$ cat src/rtl/cpu_run_ctrl.sv
// CPU run controller: start/step edge detection, INIT flush pulse, RUN, HALT drain, DONE.
// Optional single-step support is compiled in with `define RUN_CTRL_STEP_EN.
module cpu_run_ctrl #(
  parameter int unsigned DRAIN_CYCLES = 3
) (
  input  logic        clk,
  input  logic        rst,
  input  logic        enable,
  input  logic        start,
  input  logic        step,
  input  logic        halt_ins,
  output logic        cpu_run,
  output logic        pc_init,
  output logic        busy,
  output logic        halted,
  output logic [2:0]  state,
  output logic [15:0] cyc_cnt
);

  typedef enum logic [2:0] {
    IDLE  = 3'b000,
    INIT  = 3'b001,
    RUN   = 3'b010,
    DRAIN = 3'b011,
    STEP  = 3'b100,
    DONE  = 3'b101
  } state_t;

  localparam logic [3:0] DRAIN_LOAD = 4'(DRAIN_CYCLES - 1);

  state_t      state_q, state_d;
  logic [3:0]  drain_q, drain_d;
  logic [15:0] cyc_q, cyc_d;
  logic        start_q, step_q;
  logic        start_e, step_e;
  logic        run_dec;

  // Edge registers reset high so an input held through reset is not seen as an edge.
  always_ff @(posedge clk or posedge rst) begin
    if (rst) begin
      state_q <= IDLE;
      drain_q <= '0;
      cyc_q   <= '0;
      start_q <= 1'b1;
      step_q  <= 1'b1;
    end else begin
      state_q <= state_d;
      drain_q <= drain_d;
      cyc_q   <= cyc_d;
      start_q <= start;
      step_q  <= step;
    end
  end

  assign start_e = start & ~start_q;

`ifdef RUN_CTRL_STEP_EN
  assign step_e  = step & ~step_q;
  assign run_dec = (state_q == RUN) || (state_q == DRAIN) || (state_q == STEP);
`else
  logic unused_step_q;
  assign unused_step_q = step_q;
  assign step_e  = 1'b0;
  assign run_dec = (state_q == RUN) || (state_q == DRAIN);
`endif

  always_comb begin
    state_d = state_q;
    drain_d = drain_q;
    cyc_d   = cyc_q;
    if (enable && run_dec && (cyc_q != '1)) begin
      cyc_d = cyc_q + 16'd1;
    end
    case (state_q)
      IDLE: begin
        if (enable && start_e) begin
          state_d = INIT;
        end else if (enable && step_e) begin
          state_d = STEP;
        end
      end
      INIT: begin
        if (enable) begin
          cyc_d   = '0;
          state_d = RUN;
        end
      end
      RUN: begin
        if (enable && halt_ins) begin
          drain_d = DRAIN_LOAD;
          state_d = DRAIN;
        end
      end
      DRAIN: begin
        if (enable) begin
          if (drain_q == '0) begin
            state_d = DONE;
          end else begin
            drain_d = drain_q - 4'd1;
          end
        end
      end
`ifdef RUN_CTRL_STEP_EN
      STEP: begin
        if (enable) begin
          if (halt_ins) begin
            drain_d = DRAIN_LOAD;
            state_d = DRAIN;
          end else begin
            state_d = IDLE;
          end
        end
      end
`endif
      DONE: begin
        if (enable && start_e) begin
          state_d = INIT;
        end
      end
      default: state_d = IDLE;
    endcase
  end

  assign cpu_run = enable & run_dec;
  assign pc_init = enable & (state_q == INIT);
  assign busy    = (state_q == INIT) | run_dec;
  assign halted  = (state_q == DONE);
  assign state   = state_q;
  assign cyc_cnt = cyc_q;

endmodule

$ cat config.mk
export PLATFORM = sky130hd
export DESIGN_NAME = cpu_run_ctrl
export DESIGN_NICKNAME = d
export VERILOG_FILES = /design/src/rtl/cpu_run_ctrl.sv
export SDC_FILE = /design/constraint.sdc
export NUM_CORES = 1
export LEC_CHECK = 0
export ABC_CLOCK_PERIOD_IN_PS = 2500
export BUFFER_PORTS_ARGS = -buffer_cell sky130_fd_sc_hd__buf_2
export CORE_UTILIZATION = 54
export CTS_CLUSTER_SIZE = 25
export DETAILED_ROUTE_END_ITERATION = 12
export PLACE_DENSITY = 0.79
export SLEW_MARGIN = 20
export SYNTH_ARGS = -nofsm -noshare
export SYNTH_HDL_FRONTEND = slang
export SYNTH_SLANG_ARGS = --single-unit
$ cat constraint.sdc
create_clock -name clk -period 2.5 [get_ports clk]
set_input_delay 0.125 -clock clk [delete_from_list [all_inputs] [get_ports clk]]
set_output_delay 0.125 -clock clk [all_outputs]
set_load 0.01 [all_outputs]
==> results of run 1 <==
## worst max-delay path, stage by stage, from the launching register on
cell and delay [ns]:
dfrtp_1 0.46, ha_1 0.26, and3_4 0.20, and3_4 0.21
a21o_1 0.31, or4_1 0.51, o311ai_1 0.09
## final cells by class
class | count | area, sq um | share of cell area [%]
repair buffers | 30 | 160 | 10.1
multi-input cells | 116 | 724 | 45.6
well taps | 30 | 37.5 | 2.36
flip-flops and latches | 24 | 602 | 37.9
clock buffers | 4 | 26.3 | 1.65
inverters | 10 | 37.5 | 2.36
## synthesized netlist by cell type (5+ instances only)
cell type / instances / area [sq um]
nand4_1: 5 / 31.3
o21ai_0: 12 / 60.1
dfrtp_1: 23 / 576
nor2_1: 11 / 41.3
nand3_1: 17 / 85.1
inv_1: 10 / 37.5
nand2_1: 12 / 45.0
a21oi_1: 7 / 35.0
## metal layers
metal	track usage [%]	part of all wire (%)	up-vias
met4	7.02	0.68	0
li1	-	-	618
met3	3.45	5.1	2
met5	0	0	-
met1	31.1	47	625
met2	37.6	47	42
## through the flow
step	worst slack [ns]	utilization [%]	hold WS, ns	total power, mW
2_1_floorplan	0.532	-	0.129	1.02
3_3_place_gp	0.474	62.6	0.242	1.17
3_5_place_dp	0.401	62.6	0.242	1.19
4_1_cts	0.378	64.1	0.0364	1.37
5_1_grt	0.257	64.1	0.0615	1.48
6_report	0.379	64.1	-0.00549	1.36
## power breakdown
group | total [mW] | switching, mW | leakage (nW) | internal (mW)
Clock | 0.173 | 0.111 | 0.0150 | 0.0622
Combinational | 0.599 | 0.348 | 0.468 | 0.251
Sequential | 0.591 | 0.118 | 0.313 | 0.474
## cell families after synthesis
kind of cell / share of synthesized area, %
fa+ha+maj: 2.67
simple gates: 25.4
xor+xnor: 2.49
flops: 42.8
buf+inv: 5.69
mux: 3.65
compound gates: 17.3
## worst paths after layout
path | start | to | slack (ns) | depth (start not counted)
min in group clk | enable | drain_q[1] | 0.20 | 3
hold / removal | rst | async pin | -0.005 | 2
max in group asynchronous | rst | drain_q[2] | 1.93 | 2
setup / recovery | cyc_cnt[0] | flop | 0.38 | 6
hold reg to reg | drain_q[0] | drain_q[0] | 0.53 | 1
setup reg to reg | cyc_cnt[0] | flop | 0.38 | 6
## what timing repair did
action | 4_1_cts | 5_1_grt
hold buffers | 1 | 0
setup buffers | 0 | 0
hold endpoints to repair | 1 | 0
==> reports/metrics.yaml, run 1 <==
ys_ff_latch: 24
synth_cell_types: 43
fin_worst_skew_ns: 0.0165
drtIter0Drc: 13
synthFlopType: "dfrtp_1"
placed_cell_area_sq_um: 1550
drt-wirelength-per-cell_um: 13.6
synth_warnings: 0
hold_viol_final: 12
rsz0062_at_grt: "false"
design.die.area_sq_um: 2810
root_buffer: "clkbuf_4"
maxCapViolCount: 0
period_share_pct: 84.8
vias: 1287
tightest_slew_ns: 0.925
antenna_found_initial: 0
hold_ws_ns: -0.00549
critical_path_arrival_ns: 2.35
grt_pass1_wl_um: 4770
gp_congestion: 0.746
syn_nets: 166
seq_area_frac_synth_pct: 42.8
avgViaCountPerCell: 6.01
p_leak_nw: 0.796
clk_latency_ns: 0.31
grt_pass1_vias: 1093
first_pass_iters: 4
status: "complete, but fails checks"
final_area_sq_um: 1590
pin_count: 29
overflow: 0
cts_buffers: 3
initial_core_util_pct: 56.8
final_common_cell: "buf_2"
diodes: 0
instances_no_fill: 214
cp.required_ns: 2.73
fill_cells: 218
slew_headroom_pct: 38.3
maxSlewViolCount: 0
violations: "negative hold slack"
track_usage_pct: 23.0
syn_area_per_cell_sq_um: 8.96
dp_cells: 209
async_flop_share_pct: 100
ant_nets: 0
fin_crit_ns: 2.12
setup_viol: 0
setup-tns-final_ns: 0
power_density_nw_per_um2: 859
dpl.hpwl_um: 2100
core_sq_um: 2480
path_max_fanout: 14
fmax_ghz: 0.471
io_buffers: 27
endpoint_kind: "flop"
syn_inst: 157
die_h_um: 53.0
fin_nets: 194
area_growth_pct: 12.9
layout_common_cells: "27 x buf_2, 23 x dfrtp_1, 17 x nand3_1"
layout-drive-gt1-share_pct: 21.7
syn_area_sq_um: 1410
cts_tree: "built"
synth_edf_count: 0
clock_sinks: 24
ir_drop_mv: 0.672
grt_max_degree: 25
placementRows: 18
die_w_um: 53.0
path_clk_slew_ns: 0.14
route.detailed.drc: 0
hold_class: "input pin to async pin"
routed_wl_um: 2920
postCtsResizedCells: 0
cp-start-kind: "flop"
htree_levels: 1
crit_type: "flop to flop"
cts_max_path_buffers: 2
Note: power is estimated with default switching activity, not from simulation.
==> run 2, diff against run 1 <==
--- a/config.mk
+++ b/config.mk
@@ -5,7 +5,7 @@
 export SDC_FILE = /design/constraint.sdc
 export NUM_CORES = 1
 export LEC_CHECK = 0
-export ABC_CLOCK_PERIOD_IN_PS = 2500
+export ABC_CLOCK_PERIOD_IN_PS = 2000
 export BUFFER_PORTS_ARGS = -buffer_cell sky130_fd_sc_hd__buf_2
 export CORE_UTILIZATION = 54
 export CTS_CLUSTER_SIZE = 25
==> constraint.sdc (replaced) <==
create_clock -name clk -period 2 [get_ports clk]
set_input_delay 0.1 -clock clk [delete_from_list [all_inputs] [get_ports clk]]
set_output_delay 0.1 -clock clk [all_outputs]
set_load 0.01 [all_outputs]
==> run 2 against run 1 <==
The flow now finishes without violations. Largest power group unchanged. First-iteration DRC count grew 54%. Cell count grew 4.7%. Non-clock buffer count grew 10. Die area is the same. Worst hold slack gained 0.17 ns. Design area grew 5.7%. Clock skew shrank 0.011 ns. Sequential share of layout area shrank 2.0 points. Power grew 36%. Count of clock-buffer cells in the layout is the same. Routed wire length grew 7.6%.
==> reports/metrics.yaml, run 2 (synthesis results as in run 1) <==
diodes: 0  # unchanged
critical_path_arrival_ns: 2.10  # -0.25 ns
root_buffer: "clkbuf_4"
overflow: 0  # unchanged
htree_levels: 1  # unchanged
layout_common_cells: "27 x buf_2, 23 x dfrtp_1, 17 x nand3_1"
gp_congestion: 0.793  # +6.3%
hold_viol_final: 0  # -12
pin_count: 29  # unchanged
endpoint_kind: "flop"
area_growth_pct: 19.3
fmax_ghz: 0.530  # +12%
final_area_sq_um: 1680  # +5.7%
die_h_um: 53.0  # unchanged
cts_max_path_buffers: 2  # unchanged
maxSlewViolCount: 0  # unchanged
cp.required_ns: 2.21  # -0.52 ns
path_max_fanout: 9  # -5
clock_sinks: 24  # unchanged
critPathSlowestCell: "dfrtp_1"
clk_latency_ns: 0.31  # about the same
placementRows: 18  # unchanged
ant_nets: 0  # unchanged
core_sq_um: 2480  # unchanged
grt_pass1_wl_um: 5240  # +9.7%
avgViaCountPerCell: 5.99  # -0.46%
path_clk_slew_ns: 0.13  # about the same
fin_crit_ns: 1.89  # -0.234 ns
fin_worst_skew_ns: 0.00538  # -0.0112 ns
setup_viol: 0  # unchanged
routed_wl_um: 3140  # +7.6%
total_power_mw: 1.85  # +36%
placed_cell_area_sq_um: 1620  # +4.4%
final_core_util_pct: 67.7  # +3.6 points
grt_pass1_vias: 1247  # +14%
power_density_nw_per_um2: 1100  # +29%
ir_drop_mv: 0.918  # +37%
post_cts_buffers: 0  # unchanged
grt_max_degree: 25  # unchanged
p_leak_nw: 0.847  # +6.4%
tightest_slew_ns: 0.328  # -0.596 ns
status: "finished, final reports clean"
rsz0062_at_grt: "false"
cp_common_cell: "and3_4"
cp-start-kind: "flop"
maxCapViolCount: 0  # unchanged
setup-tns-final_ns: 0  # unchanged
slew_headroom_pct: 78.0  # +40 points
drtIter0Drc: 20  # +7
track_usage_pct: 25.6  # +2.6 points
fin_nets: 204  # +5.2%
cts_buffers: 3  # unchanged
drt-wirelength-per-cell_um: 14.0  # +2.8%
die_w_um: 53.0  # unchanged
first_pass_iters: 4  # unchanged
hold_class: "input pin to flop"
antenna_found_initial: 0  # unchanged
crit_type: "flop to flop"
route.detailed.drc: 0  # unchanged
io_buffers: 27  # unchanged
path_cells: "ha_2, and3_4, and3_4, a21o_1, buf_4, and3_1, a211o_1"
period_share_pct: 94.4  # +9.5 points
initial_core_util_pct: 56.8  # unchanged
vias: 1341  # +4.2%
layout-drive-gt1-share_pct: 26.3  # +4.5 points
dpl.hpwl_um: 2330  # +11%
final_common_cell: "buf_2"
design.die.area_sq_um: 2810  # unchanged
cts_tree: "built"
cp_slowest_stage_delay_ns: 0.42  # -0.09 ns
-- run 2: path summary, 6_finish.rpt --
kind                             from    endpoint  slack, ns  cells after the start
hold reg to reg            drain_q[0]  drain_q[0]       0.55                      1
min in group asynchronous         rst   async pin       0.34                      4
hold / removal               halt_ins  drain_q[3]       0.16                      4
setup / recovery           cyc_cnt[0]        flop       0.11                      7
setup reg to reg           cyc_cnt[0]        flop       0.11                      7
max in group asynchronous         rst     start_q       1.37                      4
-- run 2: area by class of cell --
cell class                      instances  area [sq um]
Timing Repair Buffer                   40           238
Inverter                               10          37.5
Fill cell                             202           800
Tap cell                               30          37.5
Multi-Input combinational cell        116           727
Sequential cell                        24           602
Clock buffer                            4          36.3
-- run 2: metal layers --
layer	GRT usage, %	wire length [um]
met1	32.4	1440
met2	43.0	1520
met3	3.16	137
met4	11.4	53
met5	0	0
-- run 2: where the power goes --
group          switching (mW)  internal [mW]  total, mW  leakage (nW)
sequential              0.129          0.592      0.721         0.313
clock                   0.151          0.111      0.262        0.0210
combinational           0.486          0.384      0.871         0.513
-- run 2: through the flow --
step | setup WS (ns) | hold WS (ns) | instances
6_report | 0.113 | 0.164 | 224
5_1_grt | 0.0153 | 0.167 | 224
4_1_cts | 0.0706 | 0.152 | 224
3_5_place_dp | 0.0972 | 0.159 | 218
3_3_place_gp | 0.148 | 0.155 | 218
2_1_floorplan | 0.0320 | 0.104 | 157
-- run 2: what timing repair did --
item | in CTS | in global routing
resized for setup | 0 | 1
endpoints found under the hold margin | 24 | 0
hold buffers | 2 | 0
setup endpoints to repair | 0 | 3
-- run 2: worst max-delay path, delay by kind of cell (launching register included) --
kind / cells / cell delay [ns]
AOI/OAI and AO/OA: 2 / 0.46
adders and majority gates: 1 / 0.20
buffers and inverters: 1 / 0.16
DFF: 1 / 0.42
and+or+nand+nor: 3 / 0.56
